===== src/rtl/cpu_wb_master.sv =====
// Bridges the core's one-cycle data-memory strobe onto a Wishbone classic bus as the only master.
// Latency: cyc/stb one cycle after req; done one cycle after ack, or TIMEOUT+1 cycles after req on a timeout.
// Backpressure: a single transaction in flight; a req seen while busy is dropped, never queued.
module cpu_wb_master #(
    parameter int unsigned TIMEOUT   = 16,
    parameter logic [31:0] ERR_VALUE = 32'h0000_0000
) (
    input  logic        clk_i,
    input  logic        rst_i,
    input  logic        cpu_req_i,
    input  logic        cpu_we_i,
    input  logic [31:0] cpu_adr_i,
    input  logic [31:0] cpu_dat_i,
    input  logic [3:0]  cpu_sel_i,
    output logic        cpu_busy_o,
    output logic        cpu_done_o,
    output logic        cpu_err_o,
    output logic [31:0] cpu_dat_o,
    output logic [31:0] wb_adr_o,
    output logic [31:0] wb_dat_o,
    input  logic [31:0] wb_dat_i,
    output logic        wb_we_o,
    output logic [3:0]  wb_sel_o,
    output logic        wb_cyc_o,
    output logic        wb_stb_o,
    input  logic        wb_ack_i,
    output logic [7:0]  err_cnt_o
);

    typedef enum logic [1:0] {
        IDLE = 2'd0,
        BUS  = 2'd1,
        DONE = 2'd2
    } state_t;

    localparam logic [7:0] WDOG_LAST = 8'(TIMEOUT - 1);

    state_t     state_q;
    state_t     state_d;
    logic [7:0] wdog_q;
    logic       accept;
    logic       ack_hit;
    logic       tmo_hit;

    always_comb begin
        state_d = state_q;
        accept  = 1'b0;
        ack_hit = 1'b0;
        tmo_hit = 1'b0;
        case (state_q)
            IDLE: begin
                if (cpu_req_i) begin
                    accept  = 1'b1;
                    state_d = BUS;
                end
            end
            BUS: begin
                // ack takes priority over a watchdog expiring in the same cycle
                if (wb_ack_i) begin
                    ack_hit = 1'b1;
                    state_d = DONE;
                end else if (wdog_q == WDOG_LAST) begin
                    tmo_hit = 1'b1;
                    state_d = DONE;
                end
            end
            DONE: begin
                state_d = IDLE;
            end
            default: begin
                state_d = IDLE;
            end
        endcase
    end

    always_ff @(posedge clk_i) begin
        if (rst_i) begin
            state_q    <= IDLE;
            wdog_q     <= 8'd0;
            cpu_busy_o <= 1'b0;
            cpu_done_o <= 1'b0;
            cpu_err_o  <= 1'b0;
            cpu_dat_o  <= 32'd0;
            wb_adr_o   <= 32'd0;
            wb_dat_o   <= 32'd0;
            wb_we_o    <= 1'b0;
            wb_sel_o   <= 4'd0;
            wb_cyc_o   <= 1'b0;
            wb_stb_o   <= 1'b0;
            err_cnt_o  <= 8'd0;
        end else begin
            state_q    <= state_d;
            cpu_done_o <= 1'b0;
            cpu_err_o  <= 1'b0;

            if (accept) begin
                wb_adr_o   <= cpu_adr_i;
                wb_dat_o   <= cpu_dat_i;
                wb_we_o    <= cpu_we_i;
                wb_sel_o   <= cpu_sel_i;
                wb_cyc_o   <= 1'b1;
                wb_stb_o   <= 1'b1;
                cpu_busy_o <= 1'b1;
                wdog_q     <= 8'd0;
            end

            if (state_q == BUS) begin
                wdog_q <= wdog_q + 8'd1;
            end

            if (ack_hit || tmo_hit) begin
                wb_cyc_o   <= 1'b0;
                wb_stb_o   <= 1'b0;
                cpu_done_o <= 1'b1;
                cpu_err_o  <= tmo_hit;
                if (!wb_we_o) begin
                    cpu_dat_o <= ack_hit ? wb_dat_i : ERR_VALUE;
                end
            end

            if (tmo_hit && (err_cnt_o != 8'hFF)) begin
                err_cnt_o <= err_cnt_o + 8'd1;
            end

            // the DONE cycle keeps busy high so the slave sees one idle cycle before the next strobe
            if (state_q == DONE) begin
                cpu_busy_o <= 1'b0;
            end
        end
    end

endmodule

===== config.mk =====
export PLATFORM = sky130hd
export DESIGN_NAME = cpu_wb_master
export DESIGN_NICKNAME = d
export VERILOG_FILES = /design/src/rtl/cpu_wb_master.sv
export SDC_FILE = /design/constraint.sdc
export NUM_CORES = 1
export LEC_CHECK = 0
export CAP_MARGIN = 15
export CORE_UTILIZATION = 40
export CTS_CLUSTER_SIZE = 12
export DETAILED_ROUTE_END_ITERATION = 10
export GPL_ROUTABILITY_DRIVEN = 0
export GPL_TIMING_DRIVEN = 1
export PLACE_DENSITY_LB_ADDON = 0.1
export SLEW_MARGIN = 20
export SYNTH_ARGS = -nofsm -noshare
export SYNTH_HDL_FRONTEND = slang
export SYNTH_SLANG_ARGS = --single-unit

===== constraint.sdc =====
create_clock -name clk_i -period 2.8 [get_ports clk_i]
set_clock_uncertainty 0.2 [all_clocks]
set_input_delay 0.28 -clock clk_i [delete_from_list [all_inputs] [get_ports clk_i]]
set_output_delay 0.28 -clock clk_i [all_outputs]
set_load 0.1 [all_outputs]

-- Word level (Yosys, flattened, before mapping)
Index checks and enable logic that the tools add are counted.
- flip-flop bits (word level): 123
- output and inout port bits: 114
- logic and storage cells: 46
- add/sub/neg operators: 2
- eq/ne operators: 6
- mux-type cells: 15
- bitwise logic cells: 2
- reductions and logical operators: 9
- operators with widths (kind ; number):
    $mux W32 ; 1
    $add A8 B1 Y8 const B ; 2
    $mux W8 ; 2
    $eq A8 B4 Y1 const B ; 1
    $mux W1 ; 8
    $ne A8 B8 Y1 const B ; 1
    $mux W2 ; 3
    $reduce_or A2 Y1 ; 3
    $pmux W2 S2 ; 1
    $reduce_and A2 Y1 ; 2
    $ne A3 B3 Y1 const B ; 1
    $eq A2 B1 Y1 const B ; 1
    $eq A2 B2 Y1 const B ; 1
    $logic_not A2 Y1 ; 1
    $ne A2 B2 Y1 const B ; 1
    $not A1 Y1 ; 2
    $reduce_bool A2 Y1 ; 1
    $logic_and A1 B1 Y1 ; 1
    $logic_or A1 B1 Y1 ; 1

-- Longest topological paths before layout
Gate-level depths: netlist (run 1).
- word-level depth: 7
- depth in mapped cells: 7
- mapped depth without buffers: 5

-- Worst setup path before layout (run 1)
No wires, ideal clock.
- path kind: register to register
- from: register err_cnt_o[1]
- to: register err_cnt_o[6]
- arrival time: 2229 ps
- data required time: 2485 ps
- slack: 256 ps
- cell stages (with the launch flop): 6
- buffers on the path: 0
- cells stage by stage: dfxtp_1 > ha_1 > nand2_1 > or2_2 > or4_1 > and3_1
- word-level cells in the longest chain between the ends: 2
- ends and longest elaborated chain (item ; RTL line ; RTL):
    from (decl) ; 27 ; output logic [7:0] err_cnt_o
    from (signal assigned) ; 122 ; err_cnt_o <= err_cnt_o + 8'd1;
    branches (longest 2 deep; another with $add A8 B1 Y8) ; n/a ;
Several ways; the timed one is not identified.
A chain may end at the register's enable or synchronous reset.

-- Final worst setup path (run 1)
- from: register state_q[0]
- to: register err_cnt_o[6]
- word-level cells in the longest chain between the ends: 3
- ends and longest elaborated chain (item ; RTL line ; RTL):
    from (decl) ; 38 ; state_t state_q;
    from (signal assigned) ; 92 ; state_q <= state_d;
    $eq A2 B1 Y1 ; 50 ; case (state_q)
    $mux W1 ; 50 ;
    $logic_and A1 B1 Y1 ; 121 ; if (tmo_hit && (err_cnt_o != 8'hFF)) begin
No other way between the ends.

==> results_dict.tcl, run 1 <==
set metrics [dict create \
    cp.required_ns 2.90 \
    dp_cells 883 \
    synth_top_area_share_pct 53.62 \
    cp_num_buf_inv 0 \
    core_area_um2 11030 \
    synthCells 560 \
    worstHoldPathType "input pin to register" \
    die_w_um 109.1 \
    cts.hold.buffers_added 0 \
    cts_buffer_depth 2 \
    post_cts_buffers 0 \
    final_cells 914 \
    r2r_setup_slack_ns 0.51 \
    io_buffers 218 \
    critPathSlowestCell "or4_1" \
    drt-total-wl_mm 12.99 \
    cts_root_buf "clkbuf_16" \
    synth-seq-area-share_pct 53.62 \
    place_hpwl_mm 8.936 \
    antenna_found_initial 0 \
    status "completed" \
    num_rows 38 \
    slew_violations 0 \
    relSlewSlack_pct 62.41 \
    yosysTopAreaCell "dfxtp_1" \
    ios 219 \
    fin_total_pwr_mw 5.065 \
    r2r_start "state_q[0]$_SDFFE_PP0P_" \
    ff2ff_path_depth 4 \
    htreeDepth 4 \
    num_vias 4594 \
    reg2reg_to "err_cnt_o[6]$_SDFFE_PP0P_" \
    max_cap_viol_count 0 \
    synth-seq-cells 123 \
    cts_resized 0 \
    cts_tree "yes" \
    ys_top_cells_by_area "dfxtp_1 54%, nand2_1 14%, a21oi_1 12%" \
    final_common_cell "nand2_1" \
    min_from "rst_i" \
    drtIter0Drc 228 \
    fin_area_um2 7154 \
    fill_cells 974 \
    area_delta_synth_final_pct 55.80 \
    cp.arrival_ns 2.39 \
    grt_pass1_wl_mm 20.00 \
    syn_area_um2 4592 \
    cp_max_fo 17 \
    firstDrtPassIters 4 \
    insertion_delay_ns 0.41 \
    endpoint_kind "register" \
    peakVddDrop_mv 0.4423 \
    seqCellArea_um2 2462 \
    cp_top_family "simple AND/OR/NAND/NOR gates" \
    cts_made_buffers 17 \
    multiInputGateArea_um2 1936 \
    yosys_warnings 0 \
    p_leak_nw 2.874 \
    initial_core_util_pct 41.63 \
    grt_pass1_vias 4329 \
    layout-drive-gt1-share_pct 20.41 \
    hold_viol_final 0 \
    rsz0062_at_grt "no" \
    syn_nets 667 \
    whs_path_depth 2 \
    clock-sinks 123 \
    fmax_ghz 0.4370 \
    avgSynthCellArea_um2 8.200 \
    grt_max_degree 82 \
    fin_crit_sh_pct 81.72 \
    path_clk_slew_ns 0.05 \
    track_usage_pct 21.75 \
    die_area_um2 11910 \
    critPathMaxStageDelay_ns 0.52 \
    die_h_um 109.1 \
    cp-start-kind "register" \
    setup_viol 0 \
    yosys.cell_types.count 35 \
    wl_per_cell_um 14.21 \
    placed_cell_area_um2 6610 \
    whs_endpoint "wb_adr_o[0]$_SDFFE_PP0P_" \
    fin_crit_ns 2.288 \
    via_per_inst 5.026 \
    fin_tns_setup_ns 0 \
    worst_pin_slew_ns 0.5617 \
    ant_nets 0 \
    grt-ovfl-total 0 \
    drc 0 \
    powerDensity_nw_per_um2 708.0 \
    path_class "register to register" \
    final_cell_mix "175 x nand2_1, 124 x buf_4, 123 x dfxtp_1" \
    diodes 0 \
    crit_chain "nor2b_1 > nand4b_4 > or4_1 > and3_1" \
    fin_nets 869 \
]
how the worst max path moves through the flow:
| stage | start | endpoint | slack (ns) | cells past startpoint |
|---|---|---|---|---|
| after CTS | state_q[0]$_SDFFE_PP0P_ | err_cnt_o[6]$_SDFFE_PP0P_ | 0.51 | 4 |
| final | state_q[0]$_SDFFE_PP0P_ | err_cnt_o[6]$_SDFFE_PP0P_ | 0.51 | 4 |
| after floorplan | err_cnt_o[1]$_SDFFE_PP0P_ | err_cnt_o[6]$_SDFFE_PP0P_ | 0.26 | 5 |
| after global placement | cpu_req_i | wdog_q[1]$_SDFFE_PP0P_ | 0.52 | 5 |
| after global routing | state_q[0]$_SDFFE_PP0P_ | err_cnt_o[4]$_SDFFE_PP0P_ | 0.31 | 4 |
| after detailed placement | cpu_req_i | wb_dat_o[0]$_SDFFE_PP0P_ | 0.51 | 5 |
metrics by stage:
stage / setup slack [ns] / hold WS (ns) / utilization (%)
6_report: 0.5118 / 0.1253 / 64.86
3_5_place_dp: 0.5112 / 0.2469 / 59.93
2_1_floorplan: 0.2560 / 0.2160 / -
5_1_grt: 0.3084 / 0.1396 / 64.86
4_1_cts: 0.5054 / 0.1116 / 64.86
3_3_place_gp: 0.5170 / 0.2419 / 59.93
final cells by class:
cell class / instances / share of cell area (%)
flip-flops and latches: 123 / 34.42
repair buffers: 230 / 28.26
multi-input cells: 386 / 27.05
clock buffers: 30 / 7.188
well taps: 140 / 2.448
clock inverters: 1 / 0.4197
inverters: 4 / 0.2099
power by group:
| part | switching (mW) | leakage (nW) | internal, mW |
|---|---|---|---|
| clock | 0.702 | 0.263 | 1.31 |
| sequential | 0.0508 | 1.00 | 1.84 |
| combinational | 0.848 | 1.61 | 0.315 |
| total | 1.60 | 2.87 | 3.47 |
logic make-up (layout without fill, tap and decap cells):
kind of cell / Yosys count / count (layout) / synth area share (%)
AO/OA/AOI/OAI: 164 / 164 / 20.60
multiplexers: 1 / 1 / 0.2452
flip-flops: 123 / 123 / 53.62
adder cells (fa/ha/maj): 2 / 2 / 0.5449
buffers and inverters: 51 / 265 / 4.441
AND/OR/NAND/NOR: 219 / 219 / 20.55
cells in the mapped netlist:
library cell	n
nor2b_1	1
mux2_2	1
nand2_1	175
o211ai_1	2
o311ai_0	1
and3_1	2
o21ai_0	5
nor2_1	10
nand4b_1	1
or3_1	5
o21a_1	2
nand4b_4	1
nand3_1	6
buf_1	1
or3b_2	1
o221a_2	1
or2_2	1
nand4_1	3
buf_2	7
nor4_4	1
o41ai_1	2
a211oi_1	1
inv_1	4
or4_1	4
ha_1	2
o31ai_1	35
a21oi_1	113
o31a_1	1
a21oi_2	1
dfxtp_1	123
nor3_1	3
nand2b_1	1
buf_4	1
clkbuf_1	38
nor3b_1	4
layer usage:
layer | wire length, µm | share of wire, % | GRT usage [%]
met1 | 5312 | 41 | 23.36
met2 | 6251 | 48 | 37.11
met3 | 1110 | 8.5 | 8.308
met4 | 318 | 2.4 | 11.00
met5 | 0 | 0 | 0
registers in the layout (all words and copies together), names as in the netlist, 2 cells and up:
name,count
cpu_dat_o,32
wb_adr_o,32
err_cnt_o,8
wdog_q,8
wb_sel_o,4
wb_dat_o,32
state_q,2
worst reg2reg max path, stage by stage, from the launching register on:
cell and delay (ns):
dfxtp_1 0.44, nor2b_1 0.51, nand4b_4 0.32, or4_1 0.52, and3_1 0.18
(Power assumes the default switching activity.)
==> run 2: changes to the inputs <==
- clock period: 2.8 -> 2.3 ns (I/O delays scaled with it)
==> run 2 against run 1 <==
Against the previous run: global-route usage rose by 0.63 points; cell count rose by 0.11%; largest cell class unchanged; worst setup slack got worse by 0.37 ns; clock power rose by 41%; wire length rose by 1.9%; critical path type unchanged.
==> results_dict.tcl, run 2 (synthesized netlist as in run 1, its figures left out) <==
set metrics [dict create \
    route.met3.wl_um 986 \
    track_usage_pct 22.38 \
    p_leak_nw 2.937 \
    status "completed" \
    p_switching_mw 1.992 \
    die_h_um 109.1 \
    cp-start-kind "register" \
    setup_viol 0 \
    grt-ovfl-total 0 \
    seqPwrFrac_pct 35.1 \
    ant_nets 0 \
    hold_viol_final 0 \
    cts_made_buffers 17 \
    clock-sinks 123 \
    fmax_ghz 0.4634 \
    combPwrFrac_pct 21.6 \
    initial_core_util_pct 41.63 \
    r2r_setup_slack_ns 0.14 \
    layout-drive-gt1-share_pct 22.06 \
    r2r_start "wdog_q[0]$_SDFFE_PP0P_" \
    slew_violations 0 \
    worst_pin_slew_ns 0.6526 \
    clock_power_share_pct 43.3 \
    area_delta_synth_final_pct 58.47 \
    num_vias 4609 \
    p_sw_share_pct 30.34 \
    cts_buffer_depth 2 \
    ff2ff_path_depth 5 \
    max_cap_viol_count 0 \
    path_class "register to register" \
    highest_layer "met4" \
    wl_per_cell_um 14.47 \
    die_w_um 109.1 \
    dp_cells 883 \
    via_per_inst 5.037 \
    whs_path_depth 3 \
    post_cts_buffers 0 \
    drt-total-wl_mm 13.24 \
    min_from "cpu_dat_i[7]" \
    fin_tns_setup_ns 0 \
    worstHoldPathType "input pin to register" \
    firstDrtPassIters 4 \
    die_area_um2 11910 \
    path_clk_slew_ns 0.05 \
    final_cells 915 \
    cts_root_buf "clkbuf_16" \
    fin_crit_sh_pct 93.82 \
    grt_pass1_wl_mm 20.74 \
    top_regs "cpu_dat_o: 32 flops, wb_adr_o: 32 flops, wb_dat_o: 32 flops" \
    num_rows 38 \
    grt_max_degree 63 \
    io_buffers 218 \
    final_cell_mix "175 x nand2_1, 123 x buf_4, 117 x dfxtp_1" \
    met2_length_mm 6.687 \
    diodes 0 \
    cts_resized 0 \
    rsz0062_at_grt "no" \
    p_int_mw 4.573 \
    insertion_delay_ns 0.40 \
    endpoint_kind "register" \
    cp.required_ns 2.39 \
    reg2reg_to "err_cnt_o[6]$_SDFFE_PP0P_" \
    grt_pass1_vias 4420 \
    peakVddDrop_mv 0.4244 \
    fin_crit_ns 2.158 \
    cp.arrival_ns 2.25 \
    powerDensity_nw_per_um2 902.2 \
    ios 219 \
    drtIter0Drc 220 \
    core_area_um2 11030 \
    cts_tree "yes" \
    relSlewSlack_pct 56.49 \
    fin_nets 870 \
    drc 0 \
    place_hpwl_mm 8.983 \
    htreeDepth 4 \
    antenna_found_initial 0 \
    wl_met1_mm 5.350 \
    whs_endpoint "wb_dat_o[7]$_SDFFE_PP0P_" \
    cp_max_fo 17 \
    final_common_cell "nand2_1" \
]
[run 2: through the flow]
stage / setup WS, ns / utilization, % / power [mW] / cell area (µm²) / hold WS (ns)
final: 0.1421 / 65.97 / 6.565 / 7277 / 0.1691
after global routing: 0.03875 / 65.97 / 6.801 / 7277 / 0.1642
after CTS: 0.1516 / 65.97 / 6.615 / 7277 / 0.1566
after detailed placement: 0.1540 / 60.11 / 3.765 / 6630 / 0.2489
after global placement: 0.2027 / 60.11 / 3.750 / 6630 / 0.2428
after floorplan: 0.08704 / - / 3.330 / 4599 / 0.1660
[run 2: worst max path at each step]
stage                                   start                         to  slack [ns]
floorplan           err_cnt_o[6]$_SDFFE_PP0P_  err_cnt_o[7]$_SDFFE_PP0P_        0.09
global placement       wdog_q[0]$_SDFFE_PP0P_  err_cnt_o[6]$_SDFFE_PP0P_        0.20
detailed placement     wdog_q[0]$_SDFFE_PP0P_  err_cnt_o[6]$_SDFFE_PP0P_        0.15
CTS                    wdog_q[0]$_SDFFE_PP0P_  err_cnt_o[6]$_SDFFE_PP0P_        0.15
global route           wdog_q[0]$_SDFFE_PP0P_  err_cnt_o[6]$_SDFFE_PP0P_        0.04
finish                 wdog_q[0]$_SDFFE_PP0P_  err_cnt_o[6]$_SDFFE_PP0P_        0.14
[run 2: area by class of cell]
type                       count  area [µm²]
timing repair buffer         231        2044
tap                          140       175.2
fill                         922        3754
clock inverter                 7       135.1
clock buffer                  24       501.7
sequential                   123        2470
multi-input combinational    386        1936
inverter                       4       15.01
[run 2: what timing repair did]
action,CTS,global route
setup endpoints to repair,0,0
hold buffers,1,0
hold endpoints to repair,15,0
[run 2: power by group through the flow]
| stage | Sequential, mW | Combinational, mW | Clock, mW |
|---|---|---|---|
| global placement | 2.34 | 1.41 | 0 |
| floorplan | 3.06 | 0.270 | 0 |
| global route | 2.32 | 1.48 | 3.00 |
| finish | 2.30 | 1.42 | 2.84 |
| detailed placement | 2.35 | 1.42 | 0 |
| CTS | 2.30 | 1.43 | 2.89 |
[run 2: critical path: stages (launching register included)]
cell      delay (ns)
dfxtp_1         0.37
ha_1            0.20
and3_1          0.31
nand4b_4        0.25
or4_1           0.53
and3_1          0.20
[run 2: metal layers]
metal | track usage (%) | vias to the layer above
met2 | 38.19 | 140
met4 | 8.591 | 0
met5 | 0 | -
met3 | 8.069 | 16
li1 | - | 2319
met1 | 25.38 | 2134
